**config.mk**
```make
export PLATFORM = sky130hd
export DESIGN_NAME = ssd1306_spi_receiver
export DESIGN_NICKNAME = d
export VERILOG_FILES = /design/src/rtl/ssd1306_spi_receiver_pkg.sv /design/src/rtl/ssd1306_spi_receiver_if.sv /design/src/rtl/ssd1306_spi_receiver_sync_fifo.sv /design/src/rtl/ssd1306_spi_receiver.sv
export SDC_FILE = /design/constraint.sdc
export NUM_CORES = 1
export LEC_CHECK = 0
export CAP_MARGIN = 20
export CORE_MARGIN = 2
export CORE_UTILIZATION = 55
export DETAILED_ROUTE_END_ITERATION = 16
export DONT_BUFFER_PORTS = 1
export GPL_TIMING_DRIVEN = 0
export PLACE_DENSITY_LB_ADDON = 0.2
export SLEW_MARGIN = 20
export SYNTH_ARGS = -nofsm -noshare
export SYNTH_HDL_FRONTEND = slang
export SYNTH_SLANG_ARGS = --single-unit
```
**constraint.sdc**
```tcl
create_clock -name clk_in -period 6.8 [get_ports clk_in]
set_clock_uncertainty 0.15 [all_clocks]
set_input_delay 0.68 -clock clk_in [delete_from_list [all_inputs] [get_ports clk_in]]
set_output_delay 0.68 -clock clk_in [all_outputs]
set_load 0.01 [all_outputs]
```
**src/rtl/ssd1306_spi_receiver_pkg.sv**
```systemverilog
// Shared types and constants for the SSD1306 SPI receiver: bit count, FSM states,
// the FIFO entry layout and a small counter helper.
package ssd1306_pkg;

  localparam int SPI_BITS  = 8;
  localparam int BIT_CNT_W = $clog2(SPI_BITS);
  localparam int CNT_W     = 16;

  typedef enum logic {
    ST_IDLE  = 1'b0,
    ST_SHIFT = 1'b1
  } state_e;

  typedef struct packed {
    logic                dc;
    logic [SPI_BITS-1:0] data_byte;
  } entry_t;

  localparam int ENTRY_W = $bits(entry_t);

  // Clear has priority over an increment landing in the same cycle; wraps at 0xFFFF.
  function automatic logic [CNT_W-1:0] count_step(input logic [CNT_W-1:0] cnt,
                                                  input logic             clr,
                                                  input logic             inc);
    if (clr) return '0;
    return cnt + {{(CNT_W-1){1'b0}}, inc};
  endfunction

endpackage

```
**src/rtl/ssd1306_spi_receiver_if.sv**
```systemverilog
// Push/pop bundle between the SPI byte assembler (master) and the entry FIFO (slave).
interface ssd1306_spi_receiver_if #(
  parameter int WIDTH = 9
);

  logic             push;
  logic [WIDTH-1:0] push_data;
  logic             pop;
  logic [WIDTH-1:0] pop_data;
  logic             full;
  logic             empty;

  modport master (
    output push,
    output push_data,
    output pop,
    input  pop_data,
    input  full,
    input  empty
  );

  modport slave (
    input  push,
    input  push_data,
    input  pop,
    output pop_data,
    output full,
    output empty
  );

endinterface

```
**src/rtl/ssd1306_spi_receiver_sync_fifo.sv**
```systemverilog
// Single-clock FIFO with a combinational head; a push into a full FIFO only
// succeeds when a pop happens in the same cycle.
module sync_fifo #(
  parameter int DEPTH = 4,
  parameter int WIDTH = 9
) (
  input  logic                    clk_in,
  input  logic                    resetn_in,
  ssd1306_spi_receiver_if.slave   fifo_bus
);

  localparam int AW = (DEPTH > 1) ? $clog2(DEPTH) : 1;

  logic [WIDTH-1:0] mem_q [DEPTH];
  logic [WIDTH-1:0] mem_d [DEPTH];
  logic [AW-1:0]    wr_ptr_q, wr_ptr_d;
  logic [AW-1:0]    rd_ptr_q, rd_ptr_d;
  logic [AW:0]      count_q, count_d;
  logic             do_push;
  logic             do_pop;

  assign fifo_bus.full     = (count_q == (AW+1)'(DEPTH));
  assign fifo_bus.empty    = (count_q == '0);
  assign fifo_bus.pop_data = mem_q[rd_ptr_q];

  always_comb begin
    mem_d    = mem_q;
    wr_ptr_d = wr_ptr_q;
    rd_ptr_d = rd_ptr_q;
    count_d  = count_q;
    do_pop   = fifo_bus.pop & ~fifo_bus.empty;
    do_push  = fifo_bus.push & (~fifo_bus.full | do_pop);
    if (do_push) begin
      mem_d[wr_ptr_q] = fifo_bus.push_data;
      wr_ptr_d        = wr_ptr_q + 1'b1;
    end
    if (do_pop) begin
      rd_ptr_d = rd_ptr_q + 1'b1;
    end
    case ({do_push, do_pop})
      2'b10:   count_d = count_q + 1'b1;
      2'b01:   count_d = count_q - 1'b1;
      default: count_d = count_q;
    endcase
  end

  always_ff @(posedge clk_in or negedge resetn_in) begin
    if (!resetn_in) begin
      wr_ptr_q <= '0;
      rd_ptr_q <= '0;
      count_q  <= '0;
    end else begin
      wr_ptr_q <= wr_ptr_d;
      rd_ptr_q <= rd_ptr_d;
      count_q  <= count_d;
    end
  end

  // Storage needs no reset: the head is only observed while the FIFO is non-empty.
  always_ff @(posedge clk_in) begin
    mem_q <= mem_d;
  end

endmodule

```
**src/rtl/ssd1306_spi_receiver.sv**
```systemverilog
// SPI mode-0 receiver for an SSD1306-style command/data stream: oversampled
// SPI pins, byte assembly, entry FIFO with ready/valid output and status counters.
module ssd1306_spi_receiver
  import ssd1306_pkg::*;
#(
  parameter int FIFO_DEPTH = 4
) (
  input  logic                clk_in,
  input  logic                resetn_in,
  input  logic                spi_csn_in,
  input  logic                spi_clk_in,
  input  logic                spi_mosi_in,
  input  logic                spi_dc_in,
  output logic [SPI_BITS-1:0] byte_out,
  output logic                dc_out,
  output logic                byte_valid_out,
  input  logic                byte_ready_in,
  input  logic                clear_in,
  output logic                overflow_out,
  output logic                frame_err_out,
  output logic [CNT_W-1:0]    cmd_count_out,
  output logic [CNT_W-1:0]    data_count_out
);

  // Pin vector order {dc, mosi, sclk, csn}; reset levels match an idle bus.
  localparam logic [3:0] PIN_IDLE = 4'b0001;

  logic [3:0]           meta_q, meta_d;
  logic [3:0]           sync_q, sync_d;
  logic                 sclk_dly_q, sclk_dly_d;
  logic                 csn_s, sclk_s, mosi_s, dc_s, sclk_rise;

  state_e               state_q, state_d;
  logic [SPI_BITS-1:0]  shift_q, shift_d;
  logic [BIT_CNT_W-1:0] bit_cnt_q, bit_cnt_d;
  logic                 overflow_q, overflow_d;
  logic                 frame_err_q, frame_err_d;
  logic [CNT_W-1:0]     cmd_cnt_q, cmd_cnt_d;
  logic [CNT_W-1:0]     data_cnt_q, data_cnt_d;

  logic                 byte_done;
  logic                 frame_err_set;
  logic                 pop;
  entry_t               push_entry;
  entry_t               head;

  ssd1306_spi_receiver_if #(.WIDTH(ENTRY_W)) fifo_bus ();

  sync_fifo #(
    .DEPTH (FIFO_DEPTH),
    .WIDTH (ENTRY_W)
  ) u_fifo (
    .clk_in    (clk_in),
    .resetn_in (resetn_in),
    .fifo_bus  (fifo_bus)
  );

  always_comb begin
    meta_d     = {spi_dc_in, spi_mosi_in, spi_clk_in, spi_csn_in};
    sync_d     = meta_q;
    sclk_dly_d = sync_q[1];
  end

  assign csn_s     = sync_q[0];
  assign sclk_s    = sync_q[1];
  assign mosi_s    = sync_q[2];
  assign dc_s      = sync_q[3];
  assign sclk_rise = sclk_s & ~sclk_dly_q;

  always_comb begin
    state_d       = state_q;
    shift_d       = shift_q;
    bit_cnt_d     = bit_cnt_q;
    byte_done     = 1'b0;
    frame_err_set = 1'b0;
    case (state_q)
      ST_IDLE: begin
        bit_cnt_d = '0;
        if (!csn_s) state_d = ST_SHIFT;
      end
      ST_SHIFT: begin
        if (csn_s) begin
          // Deselect in the middle of a byte throws the partial byte away.
          state_d       = ST_IDLE;
          frame_err_set = (bit_cnt_q != '0);
          bit_cnt_d     = '0;
          shift_d       = '0;
        end else if (sclk_rise) begin
          shift_d   = {shift_q[SPI_BITS-2:0], mosi_s};
          bit_cnt_d = bit_cnt_q + 1'b1;
          byte_done = (bit_cnt_q == BIT_CNT_W'(SPI_BITS - 1));
        end
      end
      default: state_d = ST_IDLE;
    endcase
  end

  assign push_entry         = '{dc: dc_s, data_byte: shift_d};
  assign pop                = byte_valid_out & byte_ready_in;
  assign fifo_bus.push      = byte_done;
  assign fifo_bus.push_data = push_entry;
  assign fifo_bus.pop       = pop;
  assign head               = entry_t'(fifo_bus.pop_data);

  always_comb begin
    overflow_d  = clear_in ? 1'b0 : (overflow_q | (byte_done & fifo_bus.full & ~pop));
    frame_err_d = clear_in ? 1'b0 : (frame_err_q | frame_err_set);
    cmd_cnt_d   = count_step(cmd_cnt_q, clear_in, byte_done & ~dc_s);
    data_cnt_d  = count_step(data_cnt_q, clear_in, byte_done & dc_s);
  end

  always_ff @(posedge clk_in or negedge resetn_in) begin
    if (!resetn_in) begin
      meta_q      <= PIN_IDLE;
      sync_q      <= PIN_IDLE;
      sclk_dly_q  <= 1'b0;
      state_q     <= ST_IDLE;
      shift_q     <= '0;
      bit_cnt_q   <= '0;
      overflow_q  <= 1'b0;
      frame_err_q <= 1'b0;
      cmd_cnt_q   <= '0;
      data_cnt_q  <= '0;
    end else begin
      meta_q      <= meta_d;
      sync_q      <= sync_d;
      sclk_dly_q  <= sclk_dly_d;
      state_q     <= state_d;
      shift_q     <= shift_d;
      bit_cnt_q   <= bit_cnt_d;
      overflow_q  <= overflow_d;
      frame_err_q <= frame_err_d;
      cmd_cnt_q   <= cmd_cnt_d;
      data_cnt_q  <= data_cnt_d;
    end
  end

  // Head is forced to zero while empty so stale storage never shows on the outputs.
  assign byte_valid_out = ~fifo_bus.empty;
  assign byte_out       = byte_valid_out ? head.data_byte : '0;
  assign dc_out         = byte_valid_out ? head.dc : 1'b0;
  assign overflow_out   = overflow_q;
  assign frame_err_out  = frame_err_q;
  assign cmd_count_out  = cmd_cnt_q;
  assign data_count_out = data_cnt_q;

endmodule

```
# Word level (Yosys, flattened, before mapping)
# Cells that the tools add are included.
totals:
  input_bits: 8
  reg_bits: 98
  word_cells: 82
classes:
  n_addsub: 7
  order_cmp: 3
  n_bitwise: 19
  mux: 27
  eq_ne: 5
  reduce_logical: 4
op_table:
  columns: ["cell", "n"]
  rows:
  - ["$mux 16", 3]
  - ["$bwmux 36", 1]
  - ["$add 16x1->16", 2]
  - ["$mux 8", 4]
  - ["$mux 9", 3]
  - ["$bmux 9 s2", 1]
  - ["$demux 9 s2", 1]
  - ["$pmux 3 s2", 2]
  - ["$mux 1", 10]
  - ["$and 1x1->1", 8]
  - ["$add 3x1->3 const B", 2]
  - ["$eq 3x3->1 const B", 2]
  - ["$ge 3x3->1 const B", 2]
  - ["$mux 3", 2]
  - ["$not 1->1", 6]
  - ["$not 2->3", 2]
  - ["$add 2x1->2 const B", 2]
  - ["$logic_not 3->1", 1]
  - ["$lt 3x1->1 const B", 1]
  - ["$ne 3x3->1 const B", 1]
  - ["$or 1x1->1", 3]
  - ["$reduce_bool 3->1", 1]
  - ["$sub 3x1->3 const B", 1]
  - ["$eq 2x1->1 const B", 1]
  - ["3 further kinds", 3]

# Logic depth before layout (Yosys ltp)
logic_depth:
  word_depth: 9
  mapped_depth: 11
  mapped_depth_nobuf: 11

# By module
# From an unflattened synthesis, not the netlist that was laid out.
unflattened:
  cells_unflattened: 340
  area_unflattened_um2: 4292.9
by_module_without_submodules:
  columns: ["mod", "n_inst", "area_each_um2", "cells_per_inst", "seq_area_each_um2"]
  rows:
  - ["ssd1306_spi_receiver", 1, 2563.7, 254, 1378.8]
  - ["sync_fifo", 1, 1729.2, 86, 1256.2]

# Worst setup path before layout
# OpenSTA, ideal clock, no wires.
synth_timing:
  path_type: "input port to flip-flop"
  from: "input byte_ready_in"
  to: "register u_fifo.count_q[2]"
  required_time_ps: 6571
  setup_ps: 79
  t_arrival_ps: 2185
  slack_ps: 4386
  cell_stages: 9
  n_path_buf: 0
  cell_sequence: "nor4b_1 nor2_2 inv_2 ha_1 inv_1 fa_1 xor2_1 nor2_1 xor2_1"
synth_between:
  elab_chain_cells: 6
  elab_cells_between_ends: 8
synth_lines:
  columns: ["item", "line", "source"]
  rows:
  - ["start: declaration", "ssd1306_spi_receiver.sv:17", "input logic byte_ready_in,"]
  - ["$and 1x1->1 (*)", "ssd1306_spi_receiver.sv:99", "assign pop = byte_valid_out & byte_ready_in;"]
  - ["$and 1x1->1 (*)", "ssd1306_spi_receiver_sync_fifo.sv:31", "do_pop = fifo_bus.pop & ~fifo_bus.empty;"]
  - ["$or 1x1->1", "ssd1306_spi_receiver_sync_fifo.sv:32", "do_push = fifo_bus.push & (~fifo_bus.full | do_pop);"]
  - ["$and 1x1->1", "ssd1306_spi_receiver_sync_fifo.sv:32", null]
  - ["$eq 2x1->1 or $eq 2x2->1 (tied branches)", "ssd1306_spi_receiver_sync_fifo.sv:40", "case ({do_push, do_pop})"]
  - ["$pmux 3 s2 or $reduce_bool 2->1 (tied branches)", null, null]
  - ["end signal: assignment", "ssd1306_spi_receiver_sync_fifo.sv:55", "count_q <= count_d;"]
  - ["end: declaration", "ssd1306_spi_receiver_sync_fifo.sv:18", "logic [AW:0] count_q, count_d;"]
# Every way passes the cells marked *; elsewhere a longest branch is shown, timed or not.
# A chain may end at the register's enable or synchronous reset.

# Final worst setup path
layout_timing:
  from: "register u_fifo.rd_ptr_q[0]"
  to: "output dc_out"
layout_between:
  elab_chain_cells: 5
layout_lines:
  columns: ["item", "line", "source"]
  rows:
  - ["start: declaration", "ssd1306_spi_receiver_sync_fifo.sv:17", "logic [AW-1:0] rd_ptr_q, rd_ptr_d;"]
  - ["start signal: assignment", "ssd1306_spi_receiver_sync_fifo.sv:54", "rd_ptr_q <= rd_ptr_d;"]
  - ["$not 2->3 (implied by the code)", "ssd1306_spi_receiver_sync_fifo.sv:24", "assign fifo_bus.pop_data = mem_q[rd_ptr_q];"]
  - ["$bmux 9 s2", "ssd1306_spi_receiver_sync_fifo.sv:24", null]
  - ["$mux 9 (implied by the code) (2 in a row)", "ssd1306_spi_receiver_sync_fifo.sv:24", null]
  - ["$mux 1", "ssd1306_spi_receiver.sv:141", "assign dc_out = byte_valid_out ? head.dc : 1'b0;"]
  - ["end: declaration", "ssd1306_spi_receiver.sv:15", "output logic dc_out,"]
# No other way between the ends. The select of a mux whose other input is x is not followed.

==> metrics.txt <==
Ys Warns=0; Die Ht=91.07 um; area of the core=7292 sq um; register bit total from synthesis=98; Worst-Margin Slew=0.6149 ns; Syn Std Cell Area=4169 sq um; Cell Chain, Critical Path=buf_2, mux4_2, and2_1; GPL Wtd Cong=0.7671; Flop pwr share=0.540; reg2reg setup slack=4.28 ns; area grow syn2layout=8.523%; Initial Util=0.5717; area of the die=8293 sq um; count of buffers from port buffering=0; Tmin final=2.654 ns; CP endpoint=dc_out; Final Hold Fails=0; part of the power in combinational logic=0.156; clock network fraction of total power=0.304; CP startpoint kind=register; share of cells above drive strength 1=0.1023; pin count of the biggest net entering global routing=62; row cnt=31; worst-path cell with the longest stage delay=mux4_2; final setup violation count=0; Max VDD drop=0.0001084 V; crit path launch=u_fifo.rd_ptr_q[0]; Crit path largest cell delay=0.55 ns; Relative slew margins=0.5843; Via Count=2,400; router iterations before antenna repair=4; CP Class=reg2out; P per Cell Area=264.1 nW/um^2; H-tree depth=3; DP Wirelength=4.788 mm; Die W=91.07 um; Critical Path Fanout Max=10; CP endpoint kind=primary output; worst hold path class=in2async; Net Sw Frac=0.2630; DRC Markers=0; Inserted Diodes=0; status=completed; total clock sinks=98; Mean Syn Cell Area=12.87 sq um; Post-synth EDFFs=36; worst setup margin=4.146 ns; fillers=613; Slew Viols, Final=0; asr flop ratio synth=0.6327; worst endpoint required time=5.97 ns; CTS tree=built; worst r2r src=u_fifo.count_q[1]; CTS clk-pin slew, worst paths=0.10 ns; Mapped Nets=345; Ports=52; gr usage total=0.1880; Max clock buf depth=2; post-cts sizing count=0; Top FF cell, synth=dfrtp_1; Seq/Total Area, Yosys=0.6321; initial antenna violation count=0; period utilization=0.3903; Starting DRT DRC Count=104; R2R depth=9; Max Freq=0.3768 GHz; CP arrival=1.82 ns; root buffer cell=clkbuf_8; pre-CTS WS=4.045 ns; max cap viols=0; vias per std cell=5.442; post-synthesis cell count=324; nets=358; Antenna Nets Post-Route=0; post-CTS setup buffer count=0; Num CTS Buffers=9; static leakage=1.785 nW; Detailed Route WL=7.120 mm; worst hold slack=0.04107 ns; number of global-route vias before repair=2,380; sw power=0.0003143 W; WL per Instance=16.15 um; gr ovfl total=0; Setup Total Neg Slack=0 ns; global-route wire length before repair=12.03 mm; clock latency on the worst-skew pair=0.36 ns; R2R Path End=u_fifo.count_q[2]; Int Power=0.0008808 W; post-synth cell types=35; unrepaired setup endpoints after global routing=no
[cell usage after synthesis (3+ instances only)]
master,count,share of area
dfrtp_1,60,0.36
edfxtp_1,36,0.26
nor2_1,33,0.030
nand2_1,20,0.018
xor2_1,17,0.036
a21oi_1,16,0.019
and2_1,16,0.024
nand3_1,16,0.019
xnor2_1,14,0.029
ha_1,12,0.036
inv_1,12,0.011
clkbuf_1,9,0.0081
mux4_2,9,0.049
nand4_1,9,0.014
or3_1,7,0.011
nor2b_1,4,0.0060
nor3_1,4,0.0048
o21ai_1,4,0.0048
nor4_1,3,0.0045
o21ai_0,3,0.0036
[metrics by stage]
stage | total power [W] | cells | util | cell area (sq um)
global route | 0.001249 | 441 | 0.6205 | 4524
finish | 0.001195 | 441 | 0.6205 | 4524
global placement | 0.0008328 | 423 | 0.5887 | 4293
detailed placement | 0.0008402 | 423 | 0.5887 | 4293
CTS | 0.001211 | 441 | 0.6205 | 4524
floorplan | 0.0008051 | 324 | - | 4169
[kinds of logic (layout without fill, tap and decap cells)]
family / after synthesis / count (layout) / share of synthesized area
DFF: 98 / 98 / 0.6321
xor gates and xnor gates: 31 / 31 / 0.06513
muxes: 11 / 11 / 0.05372
and+or+nand+nor: 122 / 122 / 0.1537
adders and majority gates: 13 / 13 / 0.04082
AOI/OAI and AO/OA: 24 / 24 / 0.02971
buffers and inverters: 25 / 43 / 0.02491
[repair_timing]
item | CTS | global route
setup endpoints to repair | 0 | 0
hold endpoints to repair | 61 | 0
hold buffers | 2 | 0
[placed cells by master, fill, tap and decap left out, types with 7 or more instances in the layout]
cell type and instances:
clkbuf_1 9, inv_1 12, nand2_1 20, and2_1 16, mux4_2 9, a21oi_1 16
nor2_1 33, nand3_1 16, clkbuf_8 9, ha_1 12, xor2_1 17, or3_1 7
nand4_1 9, xnor2_1 14, dfrtp_1 60, edfxtp_1 36
[worst max-delay path, delay by kind of cell, from the launching register on]
family / cells / cell delay, ns
mux: 1 / 0.55
flops: 1 / 0.38
buf+inv: 1 / 0.33
simple gates: 1 / 0.20
[cell type report]
type                       count  area (sq um)  share of cell area
tap                           99         123.9             0.02738
timing repair buffer           2         37.54            0.008296
buffer                        12         55.05             0.01217
clock buffer                   9         123.9             0.02738
inverter                      13         48.80             0.01079
multi-input combinational    201          1430              0.3161
sequential                    98          2635              0.5824
clock inverter                 7         70.07             0.01549
[state kept, by name (all words and copies together), names as in the netlist, 2 cells and up]
register / count
bit_cnt_q: 3
u_fifo.mem_q: 36
meta_q: 4
sync_q: 4
u_fifo.wr_ptr_q: 2
shift_q: 8
u_fifo.count_q: 3
u_fifo.rd_ptr_q: 2
cmd_count_out: 16
data_count_out: 16
[per-layer routing]
metal,vias up,track usage,routed length [um]
met2,51,0.2938,3519
met1,1192,0.2476,3119
met5,-,0,0
met4,0,0.07197,119
met3,7,0.06058,361
li1,1150,-,-
[worst min-delay path by stage]
stage               slack, ns  cells past startpoint                 end      start
floorplan                0.18                      0           sync_q[1]  meta_q[1]
global placement         0.18                      0           sync_q[3]  meta_q[3]
detailed placement       0.18                      0           sync_q[1]  meta_q[1]
CTS                      0.03                      1    cmd_count_out[1]  resetn_in
global route             0.05                      1          shift_q[5]  resetn_in
finish                   0.04                      1  u_fifo.wr_ptr_q[1]  resetn_in
[power by group through the flow]
stage          combinational [W]  clock [W]  sequential, W
6_report                0.000186   0.000363       0.000646
5_1_grt                 0.000207   0.000394       0.000648
4_1_cts                 0.000192   0.000373       0.000646
3_5_place_dp            0.000182          0       0.000658
3_3_place_gp            0.000176          0       0.000657
2_1_floorplan           0.000152          0       0.000654
No activity file was read; power rests on OpenSTA's default activity.
